`config.mk`:
```
export PLATFORM = sky130hd
export DESIGN_NAME = conv_output_scheduler
export DESIGN_NICKNAME = d
export VERILOG_FILES = /design/src/rtl/conv_output_scheduler_pkg.sv /design/src/rtl/conv_result_fifo.sv /design/src/rtl/conv_output_scheduler.sv
export SDC_FILE = /design/constraint.sdc
export NUM_CORES = 1
export LEC_CHECK = 0
export CELL_PAD_IN_SITES_DETAIL_PLACEMENT = 0
export CELL_PAD_IN_SITES_GLOBAL_PLACEMENT = 1
export CORE_MARGIN = 5
export CORE_UTILIZATION = 37
export DETAILED_ROUTE_END_ITERATION = 6
export GPL_TIMING_DRIVEN = 0
export PLACE_DENSITY_LB_ADDON = 0.08
export SLEW_MARGIN = 5
export SYNTH_ARGS = -nofsm -noshare
export SYNTH_HDL_FRONTEND = slang
export SYNTH_SLANG_ARGS = --single-unit
```
`constraint.sdc`:
```
create_clock -name clk -period 6.4 [get_ports clk]
set_input_delay 1.92 -clock clk [delete_from_list [all_inputs] [get_ports clk]]
set_output_delay 1.92 -clock clk [all_outputs]
set_load 0.05 [all_outputs]
```
`src/rtl/conv_output_scheduler_pkg.sv`:
```
// Shared types and helpers for the conv output scheduler: arbiter encodings,
// feature-map geometry defaults and the RAM address packing rule.
package conv_output_scheduler_pkg;

    localparam int TOTAL_WEIGHT_DEF = 4;
    localparam int TOTAL_SHIFT_DEF  = 4;
    localparam int IDX_W            = 2;
    localparam int ROW_W            = 2;

    typedef enum logic [1:0] {
        ARB_IDLE = 2'b00,
        ARB_WR   = 2'b01,
        ARB_RD   = 2'b10
    } arb_state_e;

    // A map occupies TOTAL_SHIFT consecutive words, so the address is idx*TOTAL_SHIFT+row.
    function automatic logic [IDX_W+ROW_W-1:0] pack_addr(input logic [IDX_W-1:0] idx,
                                                         input logic [ROW_W-1:0] row);
        return {idx, row};
    endfunction

endpackage

```
`src/rtl/conv_result_fifo.sv`:
```
// Small synchronous FIFO holding tagged kernel row results; a push into a full
// FIFO succeeds when a pop happens in the same cycle.
module conv_result_fifo #(
    parameter int FIFO_DEPTH = 2,
    parameter int WIDTH      = 8
) (
    input  logic                               clk,
    input  logic                               rst_n,
    input  logic                               push,
    input  logic                               pop,
    input  logic [WIDTH-1:0]                   din,
    output logic [WIDTH-1:0]                   dout,
    output logic [$clog2(FIFO_DEPTH+1)-1:0]    count,
    output logic                               full,
    output logic                               empty
);
    localparam int PTR_W = (FIFO_DEPTH > 1) ? $clog2(FIFO_DEPTH) : 1;
    localparam int CNT_W = $clog2(FIFO_DEPTH+1);
    localparam logic [PTR_W-1:0] PTR_ONE = PTR_W'(1);
    localparam logic [CNT_W-1:0] CNT_ONE = CNT_W'(1);

    logic [WIDTH-1:0] mem_r [FIFO_DEPTH];
    logic [PTR_W-1:0] wr_ptr_r;
    logic [PTR_W-1:0] rd_ptr_r;
    logic [CNT_W-1:0] count_r;
    logic             push_ok_s;
    logic             pop_ok_s;

    assign pop_ok_s  = pop && !empty;
    assign push_ok_s = push && (!full || pop_ok_s);
    assign dout      = mem_r[rd_ptr_r];
    assign count     = count_r;
    assign full      = (count_r == CNT_W'(FIFO_DEPTH));
    assign empty     = (count_r == {CNT_W{1'b0}});

    // Entry storage; contents only matter while counted as valid.
    always_ff @(posedge clk) begin
        if (push_ok_s) begin
            mem_r[wr_ptr_r] <= din;
        end
    end

    // Pointer and occupancy bookkeeping.
    always_ff @(posedge clk or negedge rst_n) begin
        if (!rst_n) begin
            wr_ptr_r <= {PTR_W{1'b0}};
            rd_ptr_r <= {PTR_W{1'b0}};
            count_r  <= {CNT_W{1'b0}};
        end else begin
            if (push_ok_s) wr_ptr_r <= wr_ptr_r + PTR_ONE;
            if (pop_ok_s)  rd_ptr_r <= rd_ptr_r + PTR_ONE;
            case ({push_ok_s, pop_ok_s})
                2'b10:   count_r <= count_r + CNT_ONE;
                2'b01:   count_r <= count_r - CNT_ONE;
                default: count_r <= count_r;
            endcase
        end
    end

endmodule

```
`src/rtl/conv_output_scheduler.sv`:
```
// Queues finished kernel rows, shares the single RAM port between result writes
// and pooling reads, and flags each feature map once all its rows are stored.
module conv_output_scheduler
    import conv_output_scheduler_pkg::*;
#(
    parameter int DATA_WIDTH   = 16,
    parameter int COLS         = 4,
    parameter int TOTAL_WEIGHT = TOTAL_WEIGHT_DEF,
    parameter int TOTAL_SHIFT  = TOTAL_SHIFT_DEF,
    parameter int ADDR_WIDTH   = 4,
    parameter int FIFO_DEPTH   = 2,
    parameter int STARVE_MAX   = 3
) (
    input  logic                       clk,
    input  logic                       rst_n,
    input  logic                       enable,
    input  logic                       kernel_calc_fin,
    input  logic [1:0]                 feature_idx,
    input  logic [1:0]                 feature_row,
    input  logic [COLS*DATA_WIDTH-1:0] kernel_data,
    input  logic                       rd_req,
    input  logic [ADDR_WIDTH-1:0]      rd_addr,
    input  logic [COLS*DATA_WIDTH-1:0] ram_rdata,
    output logic                       ram_we,
    output logic                       ram_re,
    output logic [ADDR_WIDTH-1:0]      ram_addr,
    output logic [COLS*DATA_WIDTH-1:0] ram_wdata,
    output logic                       rd_gnt,
    output logic                       rd_valid,
    output logic [COLS*DATA_WIDTH-1:0] rd_data,
    output logic                       map_done,
    output logic [1:0]                 map_done_idx,
    output logic                       overflow
);
    localparam int DW_T    = COLS*DATA_WIDTH;
    localparam int ENTRY_W = IDX_W + ROW_W + DW_T;
    localparam int CNT_W   = $clog2(FIFO_DEPTH+1);
    localparam int SW      = $clog2(STARVE_MAX+1);

    arb_state_e              state_r, state_nxt;
    logic [SW-1:0]           starve_r;
    logic [ADDR_WIDTH-1:0]   rd_addr_r;
    logic                    rd_valid_r;
    logic                    map_done_r;
    logic [1:0]              map_done_idx_r;
    logic                    overflow_r;
    logic [TOTAL_SHIFT-1:0]  mask_r [TOTAL_WEIGHT];

    logic                    push_s, pop_s;
    logic [ENTRY_W-1:0]      head_s;
    logic [CNT_W-1:0]        fifo_count_s, fifo_avail_s;
    logic                    fifo_full_s, fifo_empty_s;
    logic                    avail_ne_s, avail_full_s;
    logic [IDX_W-1:0]        head_idx_s;
    logic [ROW_W-1:0]        head_row_s;
    logic [TOTAL_SHIFT-1:0]  wr_mask_s;

    assign push_s     = enable && kernel_calc_fin;
    assign pop_s      = (state_r == ARB_WR) && !fifo_empty_s;
    assign head_idx_s = head_s[ENTRY_W-1 -: IDX_W];
    assign head_row_s = head_s[ENTRY_W-IDX_W-1 -: ROW_W];

    conv_result_fifo #(
        .FIFO_DEPTH (FIFO_DEPTH),
        .WIDTH      (ENTRY_W)
    ) u_fifo (
        .clk   (clk),
        .rst_n (rst_n),
        .push  (push_s),
        .pop   (pop_s),
        .din   ({feature_idx, feature_row, kernel_data}),
        .dout  (head_s),
        .count (fifo_count_s),
        .full  (fifo_full_s),
        .empty (fifo_empty_s)
    );

    // The entry being written this cycle is already spoken for, so the decision looks past it.
    assign fifo_avail_s = fifo_count_s - {{(CNT_W-1){1'b0}}, pop_s};
    assign avail_ne_s   = (fifo_avail_s != {CNT_W{1'b0}});
    assign avail_full_s = (fifo_avail_s == CNT_W'(FIFO_DEPTH));

    // Next grant: writes win unless a read is waiting and the queue can still absorb it.
    always_comb begin
        state_nxt = ARB_IDLE;
        if (avail_ne_s && (!rd_req || avail_full_s || (starve_r == SW'(STARVE_MAX)))) begin
            state_nxt = ARB_WR;
        end else if (rd_req) begin
            state_nxt = ARB_RD;
        end else begin
            state_nxt = ARB_IDLE;
        end
    end

    // Row mask of the map being written, including the row landing now.
    always_comb begin
        wr_mask_s = mask_r[head_idx_s] | ({{(TOTAL_SHIFT-1){1'b0}}, 1'b1} << head_row_s);
    end

    // Arbiter state, starvation tracking and read bookkeeping.
    always_ff @(posedge clk or negedge rst_n) begin
        if (!rst_n) begin
            state_r    <= ARB_IDLE;
            starve_r   <= {SW{1'b0}};
            rd_addr_r  <= {ADDR_WIDTH{1'b0}};
            rd_valid_r <= 1'b0;
        end else begin
            state_r    <= state_nxt;
            rd_valid_r <= (state_r == ARB_RD);
            case (state_nxt)
                ARB_WR: starve_r <= {SW{1'b0}};
                ARB_RD: begin
                    rd_addr_r <= rd_addr;
                    if (!avail_ne_s)                        starve_r <= {SW{1'b0}};
                    else if (starve_r != SW'(STARVE_MAX))   starve_r <= starve_r + SW'(1);
                    else                                    starve_r <= starve_r;
                end
                default: starve_r <= starve_r;
            endcase
        end
    end

    // Completion masks, map_done pulse and sticky overflow.
    always_ff @(posedge clk or negedge rst_n) begin
        if (!rst_n) begin
            for (int i = 0; i < TOTAL_WEIGHT; i++) mask_r[i] <= {TOTAL_SHIFT{1'b0}};
            map_done_r     <= 1'b0;
            map_done_idx_r <= 2'b00;
            overflow_r     <= 1'b0;
        end else begin
            map_done_r <= 1'b0;
            if (push_s && fifo_full_s && !pop_s) overflow_r <= 1'b1;
            if (pop_s) begin
                if (&wr_mask_s) begin
                    mask_r[head_idx_s] <= {TOTAL_SHIFT{1'b0}};
                    map_done_r         <= 1'b1;
                    map_done_idx_r     <= head_idx_s;
                end else begin
                    mask_r[head_idx_s] <= wr_mask_s;
                end
            end
        end
    end

    assign ram_we       = (state_r == ARB_WR);
    assign ram_re       = (state_r == ARB_RD);
    assign rd_gnt       = (state_r == ARB_RD);
    assign ram_addr     = ram_we ? pack_addr(head_idx_s, head_row_s)
                                 : (ram_re ? rd_addr_r : {ADDR_WIDTH{1'b0}});
    assign ram_wdata    = ram_we ? head_s[DW_T-1:0] : {DW_T{1'b0}};
    assign rd_valid     = rd_valid_r;
    assign rd_data      = ram_rdata;
    assign map_done     = map_done_r;
    assign map_done_idx = map_done_idx_r;
    assign overflow     = overflow_r;

endmodule
```
Word-level counts from Yosys, hierarchy flattened
Memory sizes are Yosys's and may differ from the RTL's.
Cells that the tools add are included.
- output and inout bits: 140
- logic and storage cells: 81
- memory bits (writable): 136
- flip-flop bits (word level): 33
- memories kept: 1
- memories (name ; words ; bits a word ; rd ports ; clocked after Yosys merged registers in ; write ports ; line ; RTL):
    u_fifo.mem_r ; 2 ; 68 ; 1 ; 0 ; 1 ; conv_result_fifo.sv:22 ; logic [WIDTH-1:0] mem_r [FIFO_DEPTH];
- shift operators: 1
- bitwise operators: 4
- reductions and logical operators: 22
- multiplexer cells: 20
- magnitude comparators: 2
- equal/unequal tests: 11
- $add $sub $neg: 6
- operators with widths (kind ; number):
    $mux W64 ; 1
    $mux W4 ; 5
    $and A16 B16 Y16 ; 1
    $bwmux W16 ; 1
    $mux W16 ; 1
    $not A16 Y16 ; 1
    $eq A2 B2 Y1 const B ; 6
    $bmux W4 S2 ; 1
    $demux W4 S2 ; 1
    $logic_and A1 B1 Y1 ; 8
    $mux W2 ; 4
    $pmux W2 S2 ; 2
    $eq A2 B1 Y1 const B ; 3
    $reduce_bool A2 Y1 ; 3
    $reduce_and A5 Y1 ; 1
    $add A2 B1 Y2 const B ; 2
    $logic_not A1 Y1 ; 4
    $mux W1 ; 4
    $or A4 B4 Y4 ; 1
    $reduce_and A4 Y1 ; 1
    $shl A1 B2 Y4 const A ; 1
    $ge A3 B3 Y1 const B ; 1
    $logic_or A1 B1 Y1 ; 3
    $lt A3 B1 Y1 const B ; 1
    8 further kinds ; 9

Depth between registers and ports, before layout
- word-level depth: 12
- mapped depth: 9
- depth with buffers taken out: 8

Modules after synthesis
A second synthesis with hierarchy kept.
- cells, all modules: 516
- area total of the unflattened synthesis: 7586.0 µm²
- modules (own cells, without submodules) (module ; cells each ; times used ; sequential area each (µm²) ; area an instance (µm²)):
    conv_result_fifo ; 236 ; 1 ; 4184.0 ; 5131.2
    conv_output_scheduler ; 280 ; 1 ; 725.7 ; 2454.9

Worst setup path before layout
Ideal clock, no wire load.
- path type: in2reg
- from: input enable
- to: memory u_fifo.mem_r[0][0] (netlist name), enable pin
- setup time: 0.495 ns
- buffers on the path: 0
- stages: 2
- required time: 5.905 ns
- path slack: 0.977 ns
- data arrival time: 4.928 ns
- cell sequence: nand3_1 > nor2_1
- word-level cells in the longest chain between the ends: 4
- ends and longest elaborated chain (element ; line ; RTL):
    start, declared ; conv_output_scheduler.sv:16 ; input logic enable,
    $logic_and A1 B1 Y1 ; conv_output_scheduler.sv:58 ; assign push_s = enable && kernel_calc_fin;
    $logic_and A1 B1 Y1 ; conv_result_fifo.sv:30 ; assign push_ok_s = push && (!full || pop_ok_s);
    $mux W1 ; conv_result_fifo.sv:38 ; if (push_ok_s) begin
    $mux W1 (not written as such) ; conv_result_fifo.sv:39 ; mem_r[wr_ptr_r] <= din;
    end, declared ; conv_result_fifo.sv:22 ;
Every way passes these cells.

Final worst setup path
- from: register u_fifo.rd_ptr_r
- to: output ram_wdata[25]
- word-level cells in the longest chain between the ends: 2
- ends and longest elaborated chain (element ; line ; RTL):
    start, declared ; conv_result_fifo.sv:24 ; logic [PTR_W-1:0] rd_ptr_r;
    start signal, assigned ; conv_result_fifo.sv:47 ; rd_ptr_r <= {PTR_W{1'b0}};
    start signal, assigned ; conv_result_fifo.sv:51 ; if (pop_ok_s) rd_ptr_r <= rd_ptr_r + PTR_ONE;
    $mem_v2 Z2 W68 ; - ;
    $mux W64 ; conv_output_scheduler.sv:150 ; assign ram_wdata = ram_we ? head_s[DW_T-1:0] : {DW_T{1'b0}};
    end, declared ; conv_output_scheduler.sv:27 ; output logic [COLS*DATA_WIDTH-1:0] ram_wdata,
Every way passes these cells.

==> results.md <==
Placed design:
- The post-placement cell area is 0.009843 mm^2.
- Once placement completed, the tool counted placed cells totaling 987.
- The quantity of I/O buffers inserted on ports is around 220.
- Routability-driven placement finished with a final weighted congestion of 0.7972.
- Summed over all nets, the half-perimeter wirelength after detailed placement is 12900 um.

STA:
- The slew at the pin with the worst max-slew slack is 0.7702 ns.
- Setup violations remaining at the end of the flow were counted as 0.
- Setup repair after global routing left no endpoint under its margin.
- In this run the tightest slew margin relative to its limit is 0.4865.
- The final count of pins violating max slew is 0.
- The worst path in the final design needs a cycle of 4.849 ns, including I/O delays and setup.
- The number of failing hold endpoints at the final stage is 0.
- The final setup skew is 0.008748 ns.
- The maximum clock frequency is approximately 210 MHz.
- The post-route fraction of the period consumed by the critical path is 0.7576.

Final layout:
- The post-layout net count is roughly 880.
- The number of fillers in the final layout is 1671.
- The non-filler instance count after layout is 1019.
- The repair_antennas step left the layout with diodes totalling 0.
- After routing the design area is roughly 0.010 mm^2.
- The synthesis-to-layout area growth is 43.66%.
- The share of final-layout standard cells stronger than drive strength 1 is 0.1910.

Logic synthesis:
- The count of cell types in the netlist is 47.
- Counting flops with an async set or reset pin after synthesis yields a share of 0.1953.
- The number of storage elements in the synthesis netlist is 169.
- The share of the synthesized area in compound gates (AO/OA/AOI/OAI) is 0.03964.
- The xor/xnor share of the synthesized area is 0.007239.
- The most used flip-flop cell after synthesis is sky130_fd_sc_hd__edfxtp_1.
- Counting instances in the post-synthesis netlist gives the leading cell types as sky130_fd_sc_hd__edfxtp_1 (136), sky130_fd_sc_hd__nor2_1 (74), sky130_fd_sc_hd__buf_4 (66), sky130_fd_sc_hd__mux2i_1 (66), sky130_fd_sc_hd__dfrtp_1 (33).
- After synthesis, the share of cell area in mux cells is 0.1272.
- During synthesis, Yosys emitted a total of 0 warnings.
- The area share of fa/ha/maj cells after synthesis is 0.003447.
- The cell count after synthesis came out at ~500.
- The net count of the mapped netlist is 645.
- The simple-gate share of the synthesized area is 0.06101.
- By area, the combinational part of the netlist is dominated by multiplexers.
- By area the synthesized netlist is led by sky130_fd_sc_hd__edfxtp_1 (56%), sky130_fd_sc_hd__dfrtp_1 (11%), sky130_fd_sc_hd__mux2i_1 (9.1%).
- In this run the cell area of the synthesized design comes to 0.007259 mm^2.
- Among all cell types in the netlist, the one instantiated most often is sky130_fd_sc_hd__edfxtp_1.
- The per-instance average area after synthesis is 14.46 um^2.
- The sequential share of the synthesized area is 0.6763.
- The synthesized design spends more area on one cell type than any other, namely sky130_fd_sc_hd__edfxtp_1.
- The synthesized design contains 136 enable-type register cells.
- The share of synthesized area in the top cell type comes to 0.5626.

Drt:
- For this run, the detailed router's first-pass iteration total came to 4.
- Summed over all layers, the routed wires come to 17290 um.
- For this run, design rule violations remaining after detail routing come to 0.
- The number of vias after detailed routing is approximately 4700.
- The mean routed wirelength per cell is approximately 17 um.
- After the first detailed-routing iteration, the DRC count stood at 174.
- Dividing the detail-routed via count by the number of cells gives around 4.6.
- The count of nets left with antenna violations once routing finished came out at 0.

Worst setup path:
- Along the worst path, the maximum fanout reaches 10.
- Walking the worst path, the cells encountered are buf_6 > buf_4 > buf_2 > buf_2 > mux2i_1 > nor2_1 > clkdlybuf4s50_1.
- The start-to-end type of the worst setup path is flop to primary output.
- The peak per-stage delay on the critical path is 0.84 ns.
- By instance count, the cell type seen most on the critical path is sky130_fd_sc_hd__buf_2.
- The startpoint type of the worst setup path is a flop.
- The worst path arrival time is just under 3 ns.
- The endpoint class of the critical path is a primary output.
- The slowest library cell on the worst path is sky130_fd_sc_hd__clkdlybuf4s50_1.
- Data on the critical path is required at its endpoint by about 4.5 ns.

Floorplanning:
- The full die area is between 0.02 and 0.025 mm^2.
- The die is 150.1 um tall.
- The area of the core is ~0.019 mm^2.
- Measured along the x axis, the die boundary spans 150.1 um.
- Pin placement for this block handled 281 I/O pins.
- For this configuration, the core starts out at a cell density of 0.3742.
- The total number of placement rows is 51.

Pwr:
- The total power divided by cell area is about 480 mW/mm^2.
- For this design the static power due to leakage is 4.016 nW.
- The highest ir drop seen on vdd is 0.0002502 V.

Clock tree:
- The tree is rooted in a sky130_fd_sc_hd__clkbuf_16.
- The total clock sinks is around 170.
- The quantity of hold-fixing buffers added after cts is 0.
- Once the clock tree was built, the setup fixing pass inserted 0 buffers.
- The largest buffer count on any clock path is 2.
- The clock network latency to the later pin of the worst-skew pair is 0.43 ns.
- CTS built an H-tree with a depth of 4.
- After clock tree synthesis, the clock-pin slew on the worst setup and hold paths is 0.07 ns.
- The post-cts repair resize count is 0.
- The TritonCTS buffer count is 17.
- The TritonCTS clock tree is done.

Hold path:
- In this run the worst hold path is classified as flop to flop.

Global route:
- The first global-routing pass estimated 26130 um of wire.
- The via count of the first global-routing pass is 4984.
- The maximum number of pins on one net before global-route repair is 34.
- The total track usage is 0.1514.
- The total overflow left after global routing is 0.
- The number of antenna violations at the first check in global routing is 0.

Run:
- The max capacitance violation total is 0.

Status:
- The run finished with clean final reports.
metal layers:
metal | vias to the layer above | share of wire | global-route usage
met3 | 24 | 0.10 | 0.06996
met1 | 2250 | 0.38 | 0.1647
met2 | 191 | 0.50 | 0.2597
met5 | - | 0 | 0
met4 | 0 | 0.020 | 0.05398
li1 | 2224 | - | -
final cells by class:
type                    instances  area, um^2  share of cell area
plain buffers                  83       576.8             0.05531
clock buffers                  17       425.4             0.04079
clock inverters                15       160.2             0.01536
inverters                      11       41.29            0.003959
multi-input cells             239        1747              0.1675
flip-flops and latches        169        4910              0.4708
well taps                     265       331.6             0.03179
repair buffers                220        2237              0.2145
cell usage in the layout, fill, tap and decap left out, drive strengths merged, types with 3 or more instances in the layout:
cell	instances
edfxtp	136
nand2b	4
xnor2	5
mux2	23
clkinv	7
a31oi	5
inv	17
nand3	3
a21oi	4
mux2i	66
dfrtp	33
nor2	76
clkdlybuf4s50	215
nand2	9
nor3b	3
buf	80
o22ai	6
clkbuf	25
o21ai	10
path summary, 6_finish.rpt:
| check | startpoint | endpoint | slack, ns | cells after the start |
|---|---|---|---|---|
| max in group asynchronous | rst_n | mask_r[10] | 4.33 | 1 |
| worst min register to register | starve_r[0] | starve_r[0] | 0.49 | 1 |
| min in group asynchronous | rst_n | map_done | 1.57 | 1 |
| worst min-delay path | starve_r[0] | starve_r[0] | 0.49 | 1 |
| worst max-delay path | u_fifo.rd_ptr_r | ram_wdata[25] | 1.55 | 7 |
| worst max register to register | u_fifo.count[0] | u_fifo.mem_r[1][51] | 4.09 | 5 |
worst max-delay path, delay by kind of cell, from the launching register on:
family | cells | cell delay [ns]
flops | 1 | 0.38
mux | 1 | 0.12
buf+inv | 5 | 1.84
simple gates | 1 | 0.15
flip-flops by register name, summed over array words and instances (netlist names):
name and count:
map_done 1, state_r 2, overflow 1, rd_addr_r 4, map_done_idx 2, u_fifo.rd_ptr_r 1
u_fifo.wr_ptr_r 1, u_fifo.count 2, starve_r 2, rd_valid 1, mask_r 16, u_fifo.mem_r 136
through the flow:
| stage | hold WS, ns | utilization | setup slack (ns) | TNS, ns | total power, mW |
|---|---|---|---|---|---|
| floorplan | 0.4592 | - | 0.9771 | 0 | 3.192 |
| global placement | 0.4753 | 0.5028 | -1.557 | -211.09 | 3.959 |
| detailed placement | 0.4824 | 0.5074 | 1.657 | 0 | 3.991 |
| CTS | 0.4962 | 0.5376 | 1.499 | 0 | 5.020 |
| global route | 0.5044 | 0.5376 | 1.369 | 0 | 5.208 |
| finish | 0.4946 | 0.5376 | 1.551 | 0 | 4.955 |
cells by family (layout without fill, tap and decap cells):
kind of cell	count (synthesis)	in the layout
AOI/OAI and AO/OA	40	40
adders and majority gates	2	2
buffers and inverters	94	346
muxes	89	89
and+or+nand+nor	102	102
DFF	169	169
xor gates and xnor gates	6	6
power breakdown:
part	switching, mW	internal [mW]	leakage, nW	total [mW]
logic	1.58	0.861	2.08	2.44
clock network	0.435	0.582	0.292	1.02
registers	0.0855	1.42	1.65	1.50
total	2.10	2.86	4.02	4.96
(Power assumes the default switching activity.)
==> RTL edit 1: new RTL, same flow settings <==
The package constant `TOTAL_SHIFT_DEF` goes from 4 to 6.
--- a/src/rtl/conv_output_scheduler_pkg.sv
+++ b/src/rtl/conv_output_scheduler_pkg.sv
@@ -3,7 +3,7 @@
 package conv_output_scheduler_pkg;
 
     localparam int TOTAL_WEIGHT_DEF = 4;
-    localparam int TOTAL_SHIFT_DEF  = 4;
+    localparam int TOTAL_SHIFT_DEF  = 6;
     localparam int IDX_W            = 2;
     localparam int ROW_W            = 2;
 
Formal check against the unedited RTL: no difference found for any inputs over 4 cycles, from zero or initial values and one cycle with rst_n low; that may be too few to reach the edited logic, so the function may still have changed.
==> RTL edit 1 against the original RTL <==
  * Sequential cell count grew 8
  * Die area grew 4.7%
  * Count of clock-buffer cells in the layout is the same
  * Setup slack lost 270 ps
  * Area after synthesis grew 5.0%
  * Wire length grew 5.5%
  * Register-to-register slack lost 670 ps
  * Power shrank 2.7%
  * Cell area grew 3.4%
  * Sequential share of layout area grew 0.32 points
  * Maximum frequency shrank 5.4%
  * Cell count grew 3.3%
  * Critical path depth is the same
  * Sequential power grew 3%
  * Critical path type unchanged
  * Highest routed layer unchanged
==> RTL edit 1: results (changes against the original RTL) <==
Status
  • Outcome: complete, no violations

GRT
  • Total GRT Usage: 15.2% (+0.083 points)
  • Vias in the first global route: 5183 (+4.0%)
  • GR Util met1: 17.6% (+1.1 points)
  • Pin count of the biggest net entering global routing: 27 (-21%)
  • Met2 Track Usage GR: 25.9% (-0.092 points)

Logic synthesis
  • List of most frequent post-synthesis cells: sky130_fd_sc_hd__edfxtp_1, sky130_fd_sc_hd__nor2_1, sky130_fd_sc_hd__mux2i_1, sky130_fd_sc_hd__buf_4, sky130_fd_sc_hd__dfrtp_1
  • Synthesized area per cell: 14.4 um2 (-0.72%)
  • Fraction of the yosys area taken by sequential cells: 67.0% (-0.60 points)
  • Synthesized netlist net count: 674 (+4.5%)

STA
  • Slew @ Worst Pin: 963 ps (+192 ps)
  • Maximum clock rate: 195 MHz (-5.4%)
  • Worst hold slack across all endpoints: 490 ps (-4.29 ps)

Placed design
  • Final GP Congestion: 0.822 (+3.1%)
  • Count of placed standard cells including taps: 1022 (+3.5%)
  • Pre-CTS setup slack: 1650 ps (-1.63 ps)
  • Cell area after placement: 0.0102 mm2 (+4.1%)
  • Final HPWL DP: 13600 um (+5.4%)

Routing
  • Routed wirelength normalized by instance count: 17.3 um (+2.0%)
  • First-pass iteration count of the detailed router: 7 (+3)
  • Initial drt markers: 197 (+13%)

Worst setup path
  • Number of cells on the worst reg-to-reg path: 8 (+3)
  • Arrival @ worst endpoint: 3200 ps (+270 ps)
  • Critical R2R Launch: state_r[1]
  • Flop-to-flop setup slack: 3420 ps (-670 ps)

Hold path
  • Hold endpoint: overflow
  • Beginning of the worst hold path: overflow

Layout
  • Registers with the most flip-flops: u_fifo.mem_r (136), mask_r (24), rd_addr_r (4)

Pwr
  • Switching power as a share of total power: 42.1% (-0.27 points)
  • Power density normalized to cell area: 447 mW/mm2 (-5.9%)
  • Combinational Power Share: 48.5% (-0.7 points)
  • Proportion of power drawn by the clock network: 19.5% (-1.0 points)
  • Leakage power of the design: 4.14 nW (+3.0%)
-- RTL edit 1: how the worst max path moves through the flow --
| stage | from | end |
|---|---|---|
| 3_3_place_gp | enable | u_fifo.mem_r[0][40] |
| 5_1_grt | u_fifo.rd_ptr_r | ram_wdata[47] |
| 4_1_cts | u_fifo.rd_ptr_r | ram_wdata[53] |
| 2_1_floorplan | kernel_calc_fin | u_fifo.mem_r[0][0] |
| 6_report | u_fifo.rd_ptr_r | ram_wdata[47] |
| 3_5_place_dp | ram_rdata[41] | rd_data[41] |
-- RTL edit 1: final cells by class --
class | instances | area [um2]
buffer | 87 | 586
timing repair buffer | 221 | 2270
clock buffer | 17 | 425
inverter | 7 | 26.3
multi-input combinational | 260 | 1920
sequential | 177 | 5110
fill | 1703 | 9450
tap | 270 | 338
clock inverter | 14 | 106
-- RTL edit 1: logic make-up after synthesis --
| logic type | count (synthesis) | synth area share, % |
|---|---|---|
| adder cells (fa/ha/maj) | 2 | 0.328 |
| buffers and inverters | 94 | 8.03 |
| AO/OA/AOI/OAI | 42 | 4.09 |
| XOR/XNOR | 5 | 0.574 |
| AND/OR/NAND/NOR | 117 | 7.07 |
| flip-flops | 177 | 67.0 |
| multiplexers | 94 | 12.9 |
-- RTL edit 1: metal layers --
metal	wire length, um	up-vias
li1	-	2319
met1	7150	2316
met2	9170	202
met3	1710	15
met4	206	0
met5	0	-
-- RTL edit 1: worst max-delay path, cell delays in order, from the launching register on --
cell                              delay, ps
sky130_fd_sc_hd__dfrtp_1                320
sky130_fd_sc_hd__buf_4                  150
sky130_fd_sc_hd__buf_4                  190
sky130_fd_sc_hd__buf_2                  320
sky130_fd_sc_hd__buf_1                  650
sky130_fd_sc_hd__mux2i_1                160
sky130_fd_sc_hd__nor2_1                 130
sky130_fd_sc_hd__clkdlybuf4s50_1        860
==> RTL edit 2: new RTL, same flow settings <==
Made on the original files. Reset style: synchronous (`rst_n`), changed in 3 clocked blocks.
--- a/src/rtl/conv_result_fifo.sv
+++ b/src/rtl/conv_result_fifo.sv
@@ -41,7 +41,7 @@
     end
 
     // Pointer and occupancy bookkeeping.
-    always_ff @(posedge clk or negedge rst_n) begin
+    always_ff @(posedge clk) begin
         if (!rst_n) begin
             wr_ptr_r <= {PTR_W{1'b0}};
             rd_ptr_r <= {PTR_W{1'b0}};
--- a/src/rtl/conv_output_scheduler.sv
+++ b/src/rtl/conv_output_scheduler.sv
@@ -98,7 +98,7 @@
     end
 
     // Arbiter state, starvation tracking and read bookkeeping.
-    always_ff @(posedge clk or negedge rst_n) begin
+    always_ff @(posedge clk) begin
         if (!rst_n) begin
             state_r    <= ARB_IDLE;
             starve_r   <= {SW{1'b0}};
@@ -121,7 +121,7 @@
     end
 
     // Completion masks, map_done pulse and sticky overflow.
-    always_ff @(posedge clk or negedge rst_n) begin
+    always_ff @(posedge clk) begin
         if (!rst_n) begin
             for (int i = 0; i < TOTAL_WEIGHT; i++) mask_r[i] <= {TOTAL_SHIFT{1'b0}};
             map_done_r     <= 1'b0;
Formal check against the unedited RTL: differs if rst_n is asserted again (counterexample within 4 cycles, from zero or initial values and one cycle with rst_n low); with rst_n held inactive, the same outputs for 4 cycles.
==> RTL edit 2 against the original RTL <==
  * Cell area rose by 0.30%
  * Non-clock buffer count rose by 3
  * Sequential cell count up 1
  * Area after synthesis increased by 0.74%
  * Setup slack got worse by 230 ps
  * Critical path type unchanged
  * Critical path depth unchanged
  * Wire length up 1.7%
Power is not compared: it rests on default switching activity, and its combinational part moved more than twofold at a synthesized area within 25%.
==> RTL edit 2: results (changes against the original RTL) <==
Status
  • Outcome: complete, no violations

Worst setup path
  • Arrival @ worst endpoint: 3160 ps (+230 ps)
  • Flop-to-flop setup slack: 3840 ps (-250 ps)
  • Endpoint of the worst-slack reg-to-reg timing path: u_fifo.mem_r[1][36]
  • Number of cells on the worst reg-to-reg path: 6 (+1)
  • Destination of the critical timing path: ram_wdata[22]

Logic synthesis
  • List of most frequent post-synthesis cells: sky130_fd_sc_hd__edfxtp_1, sky130_fd_sc_hd__nor2_1, sky130_fd_sc_hd__mux2i_1, sky130_fd_sc_hd__buf_4, sky130_fd_sc_hd__nand2_1
  • Synthesized netlist net count: 682 (+5.7%)
  • Synthesized area per cell: 13.6 um2 (-6.2%)
  • Asr flop ratio synth: 0% (-20 points)
  • Top area cells in the synthesized netlist: sky130_fd_sc_hd__edfxtp_1, sky130_fd_sc_hd__mux2i_1, sky130_fd_sc_hd__buf_4, sky130_fd_sc_hd__nor2_1, sky130_fd_sc_hd__dfxtp_1
  • Compound-cell area share of the yosys netlist: 4.86% (+0.89 points)
  • Proportion of synthesized area in mux cells: 9.79% (-2.9 points)
  • Post-synthesis adder-cell area fraction: 0.342% (-0.0025 points)
  • Fraction of the yosys area taken by sequential cells: 67.3% (-0.29 points)

Routing
  • Routed wirelength normalized by instance count: 16.7 um (-1.8%)

STA
  • Clk_skew: 10.5 ps (+1.74 ps)
  • Minimum setup slack in the final design: 1320 ps (-235 ps)
  • Worst hold slack across all endpoints: 467 ps (-27.7 ps)
  • Max-Slew Margin vs Limit: 50.7% (+2.0 points)

Layout
  • Plain + repair buffers: 306 (+0.99%)
  • Seq/total area: 47.1% (about the same)
  • FILL cells: 1668 (-0.18%)
  • Clock distribution area overhead in the final layout: 5.43% (-0.18 points)
  • Final core utilization: 53.7% (about the same)
  • Layout net count: 920 (+4.1%)
  • Buffer share of cell area: 27.0% (about the same)

GRT
  • Antenna violations before repair: 1 (+1)
  • Pin count of the biggest net entering global routing: 29 (-15%)
  • Wire length of the first global-routing pass: 26000 um (-0.53%)

Placed design
  • Count of placed standard cells including taps: 1023 (+3.6%)
  • Pre-CTS setup slack: 1670 ps (+17.4 ps)
  • Final HPWL DP: 13300 um (+2.7%)

Hold path
  • Beginning of the worst hold path: overflow
  • Hold endpoint: overflow
==> RTL edit 2: cell count changes in the layout (fill, tap and decap cells not counted), moves of 5 or more <==
cell                       unedited run  this run
sky130_fd_sc_hd__mux2_2              19         1
sky130_fd_sc_hd__edfxtp_1           136       152
sky130_fd_sc_hd__nor2_1              72        97
sky130_fd_sc_hd__clkbuf_1             8        13
sky130_fd_sc_hd__dfrtp_1             33         0
sky130_fd_sc_hd__nand2_1              9        20
sky130_fd_sc_hd__o22ai_1              6         1
sky130_fd_sc_hd__dfxtp_1              0        18
==> RTL edit 2: kinds of logic after synthesis <==
kind of cell | after synthesis
DFF | 170
and+or+nand+nor | 148
buffers and inverters | 94
muxes | 71
AOI/OAI and AO/OA | 49
xor gates and xnor gates | 5
adders and majority gates | 2
==> RTL edit 2: layer usage <==
layer | wire, um | track usage, % | up-vias
li1 | - | - | 2355
met5 | 13 | 0 | -
met2 | 9070 | 26.3 | 188
met1 | 6440 | 16.3 | 2308
met3 | 1780 | 6.62 | 24
met4 | 271 | 4.81 | 2
